### src/rtl/boss_projectile_launcher.sv
// rtl/boss_projectile_launcher.sv - boss projectile aiming, flight and player-hit detection
package vga_pkg;
  localparam int HOR_PIXELS = 1024;
  localparam int VER_PIXELS = 768;
endpackage

module boss_projectile_launcher
  import vga_pkg::*;
#(
  parameter int PROJECTILE_COUNT = 4,
  parameter int SPEED            = 8,
  parameter int FIRE_PERIOD      = 90,
  parameter int LIFETIME         = 120,
  parameter int PLAYER_HW        = 20,
  parameter int PLAYER_HH        = 30
) (
  input  logic                               clk_i,
  input  logic                               rst_n_i,
  input  logic                               frame_tick_i,
  input  logic [1:0]                         game_active_i,
  input  logic                               boss_alive_i,
  input  logic                               player_alive_i,
  input  logic [11:0]                        boss_x_i,
  input  logic [11:0]                        boss_y_i,
  input  logic [11:0]                        player_x_i,
  input  logic [11:0]                        player_y_i,
  output logic [PROJECTILE_COUNT-1:0][11:0]  pos_x_proj_o,
  output logic [PROJECTILE_COUNT-1:0][11:0]  pos_y_proj_o,
  output logic [PROJECTILE_COUNT-1:0]        projectile_active_o,
  output logic                               player_hit_o
);

  localparam int                DIAG        = (SPEED * 181) >> 8;
  localparam logic signed [12:0] STEP_P     = 13'(SPEED);
  localparam logic signed [12:0] STEP_N     = 13'(-SPEED);
  localparam logic signed [12:0] DIAG_P     = 13'(DIAG);
  localparam logic signed [12:0] DIAG_N     = 13'(-DIAG);
  localparam logic signed [12:0] HOR_S      = 13'(HOR_PIXELS);
  localparam logic signed [12:0] VER_S      = 13'(VER_PIXELS);
  localparam logic [12:0]        HW_U       = 13'(PLAYER_HW);
  localparam logic [12:0]        HH_U       = 13'(PLAYER_HH);
  localparam logic [15:0]        FIRE_RELOAD = 16'(FIRE_PERIOD);
  localparam logic [15:0]        LIFE_INIT  = 16'(LIFETIME);

  typedef enum logic [1:0] {IDLE, AIM, DIR, LAUNCH} state_e;

  state_e                             state_q;
  logic [15:0]                        cool_q;
  logic [11:0]                        org_x_q, org_y_q;
  logic signed [12:0]                 dx_q, dy_q, step_x_q, step_y_q;
  logic signed [12:0]                 step_x_d, step_y_d;
  logic [12:0]                        ax, ay;
  logic [PROJECTILE_COUNT-1:0][11:0]  px_q, py_q;
  logic [PROJECTILE_COUNT-1:0][12:0]  vx_q, vy_q, nx_v, ny_v;
  logic [PROJECTILE_COUNT-1:0][15:0]  life_q;
  logic [PROJECTILE_COUNT-1:0]        act_q, hit_v, gone_v, launch_oh;
  logic                               run, hit_q;

  function automatic logic [12:0] abs_diff(input logic [11:0] a, input logic [11:0] b);
    logic signed [12:0] d;
    d = $signed({1'b0, a}) - $signed({1'b0, b});
    return d[12] ? 13'(-d) : 13'(d);
  endfunction

  assign run       = (game_active_i == 2'd1) && boss_alive_i && player_alive_i;
  // Lowest clear bit of the active mask; zero when every slot is busy.
  assign launch_oh = ~act_q & (act_q + PROJECTILE_COUNT'(1));

  always_comb begin
    ax       = dx_q[12] ? 13'(-dx_q) : 13'(dx_q);
    ay       = dy_q[12] ? 13'(-dy_q) : 13'(dy_q);
    step_x_d = '0;
    step_y_d = '0;
    if (dx_q == 13'sd0 && dy_q == 13'sd0) begin
      step_y_d = STEP_P;
    end else if ({1'b0, ax} > {ay, 1'b0}) begin
      step_x_d = dx_q[12] ? STEP_N : STEP_P;
    end else if ({1'b0, ay} > {ax, 1'b0}) begin
      step_y_d = dy_q[12] ? STEP_N : STEP_P;
    end else begin
      step_x_d = dx_q[12] ? DIAG_N : DIAG_P;
      step_y_d = dy_q[12] ? DIAG_N : DIAG_P;
    end
  end

  always_comb begin
    for (int i = 0; i < PROJECTILE_COUNT; i++) begin
      hit_v[i]  = act_q[i] && (abs_diff(px_q[i], player_x_i) <= HW_U)
                           && (abs_diff(py_q[i], player_y_i) <= HH_U);
      nx_v[i]   = 13'($signed({1'b0, px_q[i]}) + $signed(vx_q[i]));
      ny_v[i]   = 13'($signed({1'b0, py_q[i]}) + $signed(vy_q[i]));
      gone_v[i] = (life_q[i] == 16'd1)
               || ($signed(nx_v[i]) < 13'sd0) || ($signed(nx_v[i]) >= HOR_S)
               || ($signed(ny_v[i]) < 13'sd0) || ($signed(ny_v[i]) >= VER_S);
    end
  end

  always_ff @(posedge clk_i or negedge rst_n_i) begin
    if (!rst_n_i) begin
      state_q  <= IDLE;
      cool_q   <= FIRE_RELOAD;
      org_x_q  <= '0;
      org_y_q  <= '0;
      dx_q     <= '0;
      dy_q     <= '0;
      step_x_q <= '0;
      step_y_q <= '0;
      px_q     <= '0;
      py_q     <= '0;
      vx_q     <= '0;
      vy_q     <= '0;
      life_q   <= '0;
      act_q    <= '0;
      hit_q    <= 1'b0;
    end else if (!run) begin
      act_q   <= '0;
      state_q <= IDLE;
      cool_q  <= FIRE_RELOAD;
      hit_q   <= 1'b0;
    end else begin
      hit_q <= frame_tick_i && (|hit_v);
      case (state_q)
        IDLE: begin
          if (frame_tick_i) begin
            if (cool_q == 16'd0) begin
              state_q <= AIM;
              cool_q  <= FIRE_RELOAD;
            end else begin
              cool_q <= cool_q - 16'd1;
            end
          end
        end
        AIM: begin
          org_x_q <= boss_x_i;
          org_y_q <= boss_y_i;
          dx_q    <= $signed({1'b0, player_x_i}) - $signed({1'b0, boss_x_i});
          dy_q    <= $signed({1'b0, player_y_i}) - $signed({1'b0, boss_y_i});
          state_q <= DIR;
        end
        DIR: begin
          step_x_q <= step_x_d;
          step_y_q <= step_y_d;
          state_q  <= LAUNCH;
        end
        default: state_q <= IDLE;
      endcase
      // The launch target is always an inactive slot, so it never collides with a move.
      for (int i = 0; i < PROJECTILE_COUNT; i++) begin
        if (frame_tick_i && act_q[i]) begin
          if (hit_v[i] || gone_v[i]) begin
            act_q[i] <= 1'b0;
          end else begin
            px_q[i]   <= nx_v[i][11:0];
            py_q[i]   <= ny_v[i][11:0];
            life_q[i] <= life_q[i] - 16'd1;
          end
        end
        if (state_q == LAUNCH && launch_oh[i]) begin
          act_q[i]  <= 1'b1;
          px_q[i]   <= org_x_q;
          py_q[i]   <= org_y_q;
          vx_q[i]   <= step_x_q;
          vy_q[i]   <= step_y_q;
          life_q[i] <= LIFE_INIT;
        end
      end
    end
  end

  assign pos_x_proj_o        = px_q;
  assign pos_y_proj_o        = py_q;
  assign projectile_active_o = act_q;
  assign player_hit_o        = hit_q;

endmodule

### config.mk
export PLATFORM = sky130hd
export DESIGN_NAME = boss_projectile_launcher
export DESIGN_NICKNAME = d
export VERILOG_FILES = /design/src/rtl/boss_projectile_launcher.sv
export SDC_FILE = /design/constraint.sdc
export NUM_CORES = 1
export LEC_CHECK = 0
export BUFFER_PORTS_ARGS = -buffer_cell sky130_fd_sc_hd__buf_2
export CAP_MARGIN = 0
export CORE_MARGIN = 5
export CORE_UTILIZATION = 63
export DETAILED_ROUTE_END_ITERATION = 8
export PLACE_DENSITY = 0.93
export SYNTH_ARGS = -nofsm -noshare
export SYNTH_HDL_FRONTEND = slang
export SYNTH_SLANG_ARGS = --single-unit
export TNS_END_PERCENT = 10
### constraint.sdc
create_clock -name clk_i -period 5.9 [get_ports clk_i]
set_input_delay 0.59 -clock clk_i [delete_from_list [all_inputs] [get_ports clk_i]]
set_output_delay 0.59 -clock clk_i [all_outputs]
set_load 0.05 [all_outputs]
==> reports/metrics.yaml <==
synthesis:
  synth_flop_cell: "dfrtp_1"
  syn_nets: 3455
  synthArstFlopShare_pct: 100
  synth_seq_cells: 278
  netlist_instances: 3126
  mappedNetlistArea_um2: 25800
  synth_common_cells: "413 x nand2_1, 274 x dfrtp_1, 256 x ha_1"
  synth.top_cells.by_area: "dfrtp_1 27%, ha_1 12%, nand2_1 6.0%, o21ai_0 4.5%, a21oi_1 4.1%"
  synth-seq-area-share_pct: 26.9
  synth_most_common_cell: "nand2_1"
  synth.distinct_cells: 102
  yosysTopAreaCell: "dfrtp_1"
  ys_warn_count: 0
  synth_edf_count: 0
  netlist.area_leader.share_pct: 26.5
  synth.avg_cell_area_um2: 8.27
timing:
  rsz0062_at_grt: "false"
  period_minus_slack_ns: 5.28
  maxSlewViolCount: 0
  worst_pin_slew_ns: 1.18
  setup-violations-final: 0
  hold_slack_ns: 0.260
  tns_ns: 0
  period_share_pct: 89.4
  fmax_mhz: 190
  finalHoldViolCount: 0
  skew_ns: 0.0176
  relSlewSlack_pct: 21.6
cells_and_area:
  drive_gt1_share_pct: 11.1
  layout.nets: 3584
  syn2layout_area_growth_pct: 9.67
worst_setup_path:
  critPathRequiredTime_ns: 6.38
  path_cells: "ha_1, fa_1, a21o_1, a21oi_1, o21ai_0, a31oi_1, mux2i_1, o311ai_0, a311oi_1, nand4_1, nor3_2, or2_1, mux2_2"
  path_max_fanout: 24
  slowest_stage: "or2_1"
  cp.depth: 13
  cp-start-kind: "register"
  worstReg2RegStart: "pos_y_proj_o[36]"
  critPathBufInv: 0
  arrival_ns: 5.75
  ff2ff_path_depth: 13
  setup.worst_path.class: "reg -> reg"
  cp-end-kind: "register"
  crit_path_max_incr_delay_ns: 0.92
  worst_path_dominant_cell_family: "compound AO/OA/AOI/OAI gates"
  startpoint: "pos_y_proj_o[36]"
placed_design:
  dp_hpwl_mm: 62.4
  place_congestion: 1.04
  io_buffers: 155
global_routing:
  grt_overflow: 0
  grt_antenna_before_repair: 6
  grt_pass1_wl_mm: 132
  grt_pass1_vias: 23970
  grtUsageTotal_pct: 37.0
  grt_max_degree: 135
job:
  cap_violations: 0
routing:
  drc: 0
  ant_nets: 0
  vias_per_cell: 6.75
  routed_wl_mm: 86.5
  drtIter0Drc: 2999
  drt_pass1_iterations: 8
  vias: 25755
  routedWlPerCell_um: 22.7
power_and_ir_drop:
  vdd.ir_drop.worst_uv: 196
  p_leak_nw: 14.1
  clock_power_share_pct: 45.3
  total_power_mw: 4.74
  p_sw_mw: 1.30
  power_frac_seq_pct: 40.6
  combPwrFrac_pct: 14.1
  power.internal_mw: 3.43
  swShare_pct: 27.5
  p_per_area_nw_per_um2: 167
cts:
  clkLatencyLatePin_ns: 0.60
  path_clk_slew_ns: 0.06
  cts_tree: "yes"
  cts-buffers-inserted: 31
  root_buffer: "clkbuf_16"
  clock_path_buffers: 3
  ctsHtreeMaxLevel: 1
  clock_sinks: 278
  postCtsSetupBuffers: 0
outcome:
  run_status: "finished clean"
die:
  die_y_um: 213
  core_um2: 40700
  die_x_um: 213
  die-area_um2: 45200
  pin_count: 156
  num_rows: 74
  initial_core_util_pct: 63.4
min_path:
  worstHoldPathType: "in -> reg"
  worstHoldStart: "boss_x_i[7]"
  worstHoldPathCells: 3
## cells by family after synthesis
| family | Yosys count | share of synthesized area, % |
|---|---|---|
| buffers and inverters | 282 | 4.27 |
| xor gates and xnor gates | 172 | 5.86 |
| AOI/OAI and AO/OA | 913 | 23.6 |
| and+or+nand+nor | 1100 | 21.0 |
| muxes | 107 | 4.58 |
| adders and majority gates | 274 | 13.8 |
| DFF | 278 | 26.9 |
## sequential cells by signal, summed over array words and instances, names as in the netlist
signal	cells
pos_y_proj_o	48
org_x_q	12
player_hit_o	1
cool_q	16
org_y_q	12
step_y_q	4
step_x_q	5
vy_q	16
pos_x_proj_o	48
life_q	64
state_q	2
projectile_active_o	4
dx_q	13
dy_q	13
vx_q	20
## through the flow
stage                     worst slack [ns]  instance area (um2)  util, %  cells
after floorplan                       1.46                25800        -   3126
after global placement               0.630                27200     66.8   3753
after detailed placement             0.600                27200     66.8   3753
after CTS                            0.709                28300     69.5   3810
after global routing                 0.427                28300     69.5   3811
final                                0.624                28300     69.6   3814
## routing by layer
metal	wire, um	part of all wire, %	GRT usage, %
met5	39	0.045	0
met4	8390	9.7	28.2
met3	10800	12	9.09
met2	34900	40	52.7
met1	32300	37	48.3
## final timing paths
path	slack [ns]	to
setup / recovery	0.62	pos_y_proj_o[38]
hold / removal	0.26	org_x_q[7]
setup reg to reg	0.62	pos_y_proj_o[38]
hold reg to reg	0.46	life_q[58]
max in group asynchronous	3.89	pos_x_proj_o[21]
min in group asynchronous	0.55	dx_q[10]
## power groups by stage
stage	sequential, mW	combinational, mW	clock (mW)
after detailed placement	1.96	0.640	0
after global placement	1.96	0.628	0
final	1.93	0.666	2.15
after floorplan	1.97	0.417	0
after CTS	1.92	0.648	2.15
after global routing	1.92	0.725	2.22
## cell usage in the layout (no fill, tap or decap), types with 21 or more instances in the layout
master	n
nand2_1	412
dfrtp_1	274
ha_1	256
o21ai_0	231
a21oi_1	213
inv_1	192
nor2_1	183
buf_2	154
xnor2_1	108
nor3_1	82
xor2_1	63
a21o_1	62
mux2i_1	54
nand3_1	51
or3_1	47
nand2b_1	47
nor4_1	43
o21a_1	41
mux2_2	40
nor2b_1	34
o31ai_1	32
o211ai_1	32
nand4_1	31
clkbuf_16	31
a211oi_1	30
buf_4	29
or4_1	27
and3_1	27
and2_1	23
a31oi_1	23
a211o_1	21
## worst min-delay path, delay by kind of cell
| family | cells | cell delay, ns |
|---|---|---|
| buffers and inverters | 2 | 0.16 |
| AO/OA/AOI/OAI | 1 | 0.08 |
## repair_timing
action | in CTS | in global routing
hold buffers | 1 | 0
endpoints found under the hold margin | 67 | 0
gates resized for setup | 0 | 0
## area by class of cell
class / instances / area, um2
Timing Repair Buffer: 186 / 1030
Clock buffer: 43 / 901
Tap cell: 532 / 666
Clock inverter: 13 / 220
Fill cell: 3061 / 12400
Sequential cell: 278 / 6960
Antenna cell: 4 / 10.0
Multi-Input combinational cell: 2566 / 17800
Inverter: 192 / 721
Power figures use the tool's default switching activity.
